<file path="config.mk">
export PLATFORM = sky130hd
export DESIGN_NAME = my_div4
export DESIGN_NICKNAME = d
export VERILOG_FILES = /design/src/rtl/my_div4.sv
export SDC_FILE = /design/constraint.sdc
export NUM_CORES = 1
export LEC_CHECK = 0
export ABC_CLOCK_PERIOD_IN_PS = 2320
export CAP_MARGIN = 30
export CORE_MARGIN = 5
export CORE_UTILIZATION = 45
export CTS_BUF_LIST = sky130_fd_sc_hd__clkbuf_2
export CTS_CLUSTER_DIAMETER = 50
export DETAILED_ROUTE_END_ITERATION = 10
export GPL_TIMING_DRIVEN = 0
export PLACE_DENSITY = 0.78
export SKIP_CTS_REPAIR_TIMING = 1
export SLEW_MARGIN = 25
export SYNTH_ARGS = -nofsm -noshare
export SYNTH_HDL_FRONTEND = slang
export SYNTH_SLANG_ARGS = --single-unit
</file>
<file path="constraint.sdc">
create_clock -name CLK -period 2.32 [get_ports CLK]
set_clock_uncertainty 0.15 [all_clocks]
set_input_delay 0.232 -clock CLK [delete_from_list [all_inputs] [get_ports CLK]]
set_output_delay 0.232 -clock CLK [all_outputs]
set_load 0.1 [all_outputs]
</file>
<file path="src/rtl/my_div4.sv">
// 4-bit unsigned restoring divider: one quotient bit per cycle, MSB-first,
// with a divide-by-zero shortcut that skips the iteration sequence.
module my_div4 (
  input  logic       CLK,
  input  logic       RESETN,
  input  logic       START,
  input  logic [3:0] N,
  input  logic [3:0] D,
  output logic [3:0] Q,
  output logic [3:0] R,
  output logic       BUSY,
  output logic       DONE,
  output logic       DZ,
  output logic       Z
);

  typedef enum logic [1:0] {IDLE, RUN, FIN} state_t;

  state_t     state;
  state_t     state_nxt;
  logic [3:0] n_reg;
  logic [3:0] d_reg;
  logic [3:0] quo;
  logic [4:0] rem;
  logic [1:0] cnt;
  logic       accept;
  logic [4:0] rem_sh;
  logic [5:0] trial;
  logic       no_borrow;

  // Handshake: START is accepted on any edge where the FSM is in IDLE or FIN
  // (never in RUN); the result is marked by a one-cycle DONE pulse and Q/R/DZ
  // then hold until the next DONE.
  assign accept = START && (state != RUN);

  // Bit 5 of the trial sum is the carry out: set means no borrow.
  always_comb begin
    rem_sh    = {rem[3:0], n_reg[3]};
    trial     = {1'b0, rem_sh} + {1'b0, ~{1'b0, d_reg}} + 6'd1;
    no_borrow = trial[5];
  end

  always_comb begin
    state_nxt = state;
    case (state)
      IDLE, FIN: begin
        if (START) state_nxt = (D == 4'd0) ? FIN : RUN;
        else       state_nxt = IDLE;
      end
      RUN: begin
        if (cnt == 2'd3) state_nxt = FIN;
      end
      default: state_nxt = IDLE;
    endcase
  end

  always_ff @(posedge CLK) begin
    if (!RESETN) state <= IDLE;
    else         state <= state_nxt;
  end

  // BUSY and DONE are registered images of the state, so they lag it by one edge.
  always_ff @(posedge CLK) begin
    if (!RESETN) begin
      Q     <= 4'd0;
      R     <= 4'd0;
      BUSY  <= 1'b0;
      DONE  <= 1'b0;
      DZ    <= 1'b0;
      n_reg <= 4'd0;
      d_reg <= 4'd0;
      quo   <= 4'd0;
      rem   <= 5'd0;
      cnt   <= 2'd0;
    end else begin
      BUSY <= (state == RUN);
      DONE <= (state == FIN);
      if (state == FIN) begin
        if (d_reg == 4'd0) begin
          Q  <= 4'hF;
          R  <= n_reg;
          DZ <= 1'b1;
        end else begin
          Q  <= quo;
          R  <= rem[3:0];
          DZ <= 1'b0;
        end
      end
      if (accept) begin
        n_reg <= N;
        d_reg <= D;
        quo   <= 4'd0;
        rem   <= 5'd0;
        cnt   <= 2'd0;
      end else if (state == RUN) begin
        rem   <= no_borrow ? trial[4:0] : rem_sh;
        quo   <= {quo[2:0], no_borrow};
        n_reg <= {n_reg[2:0], 1'b0};
        cnt   <= cnt + 2'd1;
      end
    end
  end

  assign Z = (Q == 4'd0);

endmodule

</file>
## After elaboration in Yosys (flattened, before gate mapping)

Index checks and enable logic that the tools add are counted.

| cells by class | value |
|---|---|
| equality and inequality tests | 5 |
| muxes and demuxes | 10 |
| bitwise operators | 2 |
| add/sub/neg operators | 3 |
| reductions and logical operators | 8 |

Operators with widths:

| cell | number |
|---|---|
| two-way mux 4 bit | 5 |
| zero test 4 bit | 3 |
| adder 5 x 5 -> 6 bit | 1 |
| adder 6 x 1 -> 6 bit (second input constant) | 1 |
| two-way mux 2 bit | 3 |
| NOT 4 -> 5 bit | 1 |
| equality test 2 bit (second input constant) | 2 |
| case mux 2 bit (2 select lines) | 1 |
| OR reduction 2 bit | 2 |
| adder 2 x 1 -> 2 bit (second input constant) | 1 |
| equality test 2 x 1 -> 1 bit (second input constant) | 1 |
| zero test 2 bit | 1 |
| inequality test 2 x 1 -> 1 bit (second input constant) | 1 |
| inequality test 2 bit (second input constant) | 1 |
| nonzero test 2 bit | 1 |
| logical AND 1 bit | 1 |
| two-way mux 1 bit | 1 |
| NOT 1 bit | 1 |

| storage, ports and cells | value |
|---|---|
| output and inout port bits | 12 |
| logic and storage cells | 39 |
| bits in registers | 31 |
| input bits | 11 |

## Logic depth before layout (Yosys ltp)

Gate-level depths: netlist of run 1.

| logic depth | value |
|---|---|
| depth in word-level cells | 4 |
| mapped depth | 7 |
| mapped depth without buffers | 7 |

## Worst setup path before layout of run 1

OpenSTA, ideal clock, no wires.

| path | value |
|---|---|
| path type | register to output |
| from | register Q[0] |
| to | output port Z |
| cell stages (with the launch flop) | 2 |
| required time | 1.938 ns |
| slack | -1.746 ns |
| buffers on the path | 0 |
| arrival time | 3.684 ns |
| cells stage by stage | dfxtp_1 -> nor4_1 |

| between the ends | value |
|---|---|
| word-level cells in the longest chain between the ends | 1 |

Ends and longest elaborated chain:

| item | line | RTL |
|---|---|---|
| start, declared | 9 | `output logic [3:0] Q,` |
| start signal, assigned | 84 | `Q <= quo;` |
| zero test 4 bit | 104 | `assign Z = (Q == 4'd0);` |
| end, declared | 14 | `output logic Z` |

No other way between the ends.

## Worst setup path after layout of run 1

| path | value |
|---|---|
| from | register d_reg[3] |
| to | register rem[2] |

| between the ends | value |
|---|---|
| word-level cells in the longest chain between the ends | 4 |

Ends and longest elaborated chain:

| item | line | RTL |
|---|---|---|
| start, declared | 22 | `logic [3:0] d_reg;` |
| start signal, assigned | 71 | `d_reg <= 4'd0;` |
| start signal, assigned | 91 | `d_reg <= D;` |
| NOT 4 -> 5 bit | 39 | `trial = {1'b0, rem_sh} + {1'b0, ~{1'b0, d_reg}} + 6'd1;` |
| adder 5 x 5 -> 6 bit | 39 |  |
| adder 6 x 1 -> 6 bit | 39 |  |
| two-way mux 4 bit | 96 | `rem <= no_borrow ? trial[4:0] : rem_sh;` |
| end signal, assigned | 96 |  |
| end, declared | 24 | `logic [4:0] rem;` |

No other way between the ends.
A chain may end at the register's enable or synchronous reset.

==> results of run 1 <==
-- power by group through the flow --
| stage | Clock [mW] | Sequential (mW) | Combinational, mW |
|---|---|---|---|
| after floorplan | 0 | 0.605 | 0.174 |
| after global placement | 0 | 0.591 | 0.242 |
| after detailed placement | 0 | 0.592 | 0.252 |
| after CTS | 0.374 | 0.581 | 0.252 |
| after global routing | 0.404 | 0.585 | 0.283 |
| final | 0.369 | 0.581 | 0.257 |
-- critical path, stage by stage, from the launching register on --
cell       delay, ps
dfxtp_2          400
inv_1             50
ha_1             370
and4b_4          250
a2111oi_4        380
mux2_4           330
a22o_2           250
-- cell type report --
type / count / area, µm²
plain buffers: 10 / 37.5
clock buffers: 5 / 25.0
clock inverters: 3 / 38.8
fillers: 309 / 1250
inverters: 7 / 26.3
multi-input cells: 110 / 807
flip-flops and latches: 31 / 623
well taps: 44 / 55.1
repair buffers: 22 / 240
-- metrics by stage --
stage          util [%]  worst slack (ps)  instances
2_1_floorplan         -              45.0        158
3_3_place_gp       56.6             -52.2        223
3_5_place_dp       56.6              -111        223
4_1_cts            58.7              -267        231
5_1_grt            59.7             -11.3        232
6_report           59.7              50.7        232
-- path summary, 6_finish.rpt --
path                            startpoint  endpoint  slack [ps]  depth (start not counted)
worst max-delay path              d_reg[3]    rem[2]          50                          6
worst max register to register    d_reg[3]    rem[2]          50                          6
worst min-delay path                 START    cnt[0]         230                          4
worst min register to register      quo[2]    quo[3]         330                          2
-- placed cells by master (no fill, tap or decap), types with 8 or more instances in the layout --
cell type	instances
dlymetal6s2s_1	9
nor2_1	8
clkdlybuf4s50_1	12
clkbuf_1	10
nand3_1	9
mux2i_1	10
o211a_1	8
dfxtp_1	29
a21boi_0	8
nand2_1	17
-- per-layer routing --
layer  vias to the layer above  routed length (µm)  part of all wire, %
met5                         -                   0                    0
met4                         0                  39                  1.2
met3                         6                 136                  4.1
met2                        19                1680                   51
met1                       581                1450                   44
li1                        619                   -                    -
-- cell families after synthesis --
family / synth area share [%]
flops: 42.0
xor+xnor: 0.593
mux: 7.80
compound gates: 20.2
buf+inv: 4.32
simple gates: 19.5
fa+ha+maj: 5.59
==> reports/qor.csv, run 1 <==
stage,metric,value,unit
outcome,outcome,finished clean,
min_path,Tightest Hold Check Type,input pin to flop,
clocking,H-tree Lvls,2,
final_layout,Area Overhead vs Synth,25.5,%
worst_setup_path,Crit Path Max Fanout,4,
detailed_routing,drt drc,0,
global_route,grt met1 use,19.4,%
floorplan,core area,0.00310,mm²
detailed_routing,initial drt markers,37,
worst_setup_path,Critical Path Source Type,flop,
power_and_ir_drop,"IR drop worst, VDD",0.320,mV
worst_setup_path,Setup CP Type,flop to flop,
global_route,M2 GR Usage,28.8,%
clocking,Clock Tree Buf Depth,2,
floorplan,Initial Utilization,47.6,%
worst_setup_path,WP data required,2460,ps
sta,Hold WS,225,ps
sta,TNS Setup,0,ps
floorplan,die width,67.3,µm
final_layout,final net count,204,
placement,Post-DP HPWL,2550,µm
global_route,initial antenna violation count,0,
global_route,met3 Use GR,5.49,%
logic_synthesis,Mapped Area,0.00148,mm²
global_route,overall routing resource usage,16.7,%
sta,Slew headroom,33.5,%
logic_synthesis,Synth Instances,158,
clocking,Num Clock Sinks,31,
power_and_ir_drop,Sequential Power Share,48.1,%
power_and_ir_drop,leakage power,0.931,nW
global_route,total grt overflow,0,
logic_synthesis,Synth Flop Type,dfxtp_1,
sta,fmax,441,MHz
final_layout,antenna fix cells,0,
power_and_ir_drop,Total Power,1.21,mW
power_and_ir_drop,pwr dens,652,mW/mm²
logic_synthesis,register area share after synthesis,42.0,%
logic_synthesis,Synthesized Nets,175,
logic_synthesis,Post-Syn Area per Cell,9.34,µm²
placement,routability cong.,0.876,
flow_run,max cap viols,0,
placement,Post-DP Area,0.00176,mm²
power_and_ir_drop,cell-internal power,857,µW
detailed_routing,Total Wirelength,3310,µm
floorplan,die height,67.3,µm
worst_setup_path,CP Capture Type,flop,
final_layout,Post-Layout Inst Area,0.00185,mm²
power_and_ir_drop,Switching Share,29.1,%
clocking,CTS tree,yes,
detailed_routing,antenna-violating nets left,0,
clocking,clock slew at reported path FFs,160,ps
logic_synthesis,count of cell types in the netlist,32,
power_and_ir_drop,combinational share of power,21.3,%
logic_synthesis,synth cell count leaders,"dfxtp_1, nand2_1, clkbuf_1, mux2i_1, nand3_1",
sta,crit share post-route,97.8,%
global_route,first-pass GRT wire length,5620,µm
detailed_routing,Routed wire per std cell,14.3,µm
worst_setup_path,crit path DAT,2410,ps
clocking,CTS root buf,clkbuf_2,
global_route,vias in the first global route,1243,
placement,Port Buf Inserts,21,
logic_synthesis,Ys Warns,0,
sta,final setup fails,0,
power_and_ir_drop,Clk pwr share,30.6,%
sta,Slew @ Worst Pin,996,ps
logic_synthesis,Post-synth EDFFs,0,
logic_synthesis,Area contributors post-synth,"dfxtp_1, mux2i_1, o211a_1",
logic_synthesis,Yosys top cell area share,42.0,%
power_and_ir_drop,P_sw,351,µW
logic_synthesis,post-synthesis async set-or-reset flop share,0,%
global_route,largest net degree at the start of global routing,11,
floorplan,Die ar.,0.00453,mm²
logic_synthesis,register bit total from synthesis,31,
final_layout,share of cells above drive strength 1,9.04,%
detailed_routing,1st-pass router iterations,4,
global_route,busiest grt layer,met2,
floorplan,row count,20,
logic_synthesis,cell with the most instances after synthesis,dfxtp_1,
sta,Fin. Hold Viols,0,
clocking,clk_lat worst skew,380,ps
sta,minimum clock period,2270,ps
logic_synthesis,"area leader, netlist",dfxtp_1,
detailed_routing,DR vias/cell,5.28,
floorplan,Ports,23,
clocking,number of buffers created by CTS,5,
detailed_routing,Vias,1225,
sta,Final Max Tran Viols,0,
Power figures use the tool's default switching activity.
==> run 2, diff against run 1 <==
- HOLD_SLACK_MARGIN: unset -> 0.06
==> results of run 2 <==
The final DEF is identical to that of run 1; final timing and power are the same.
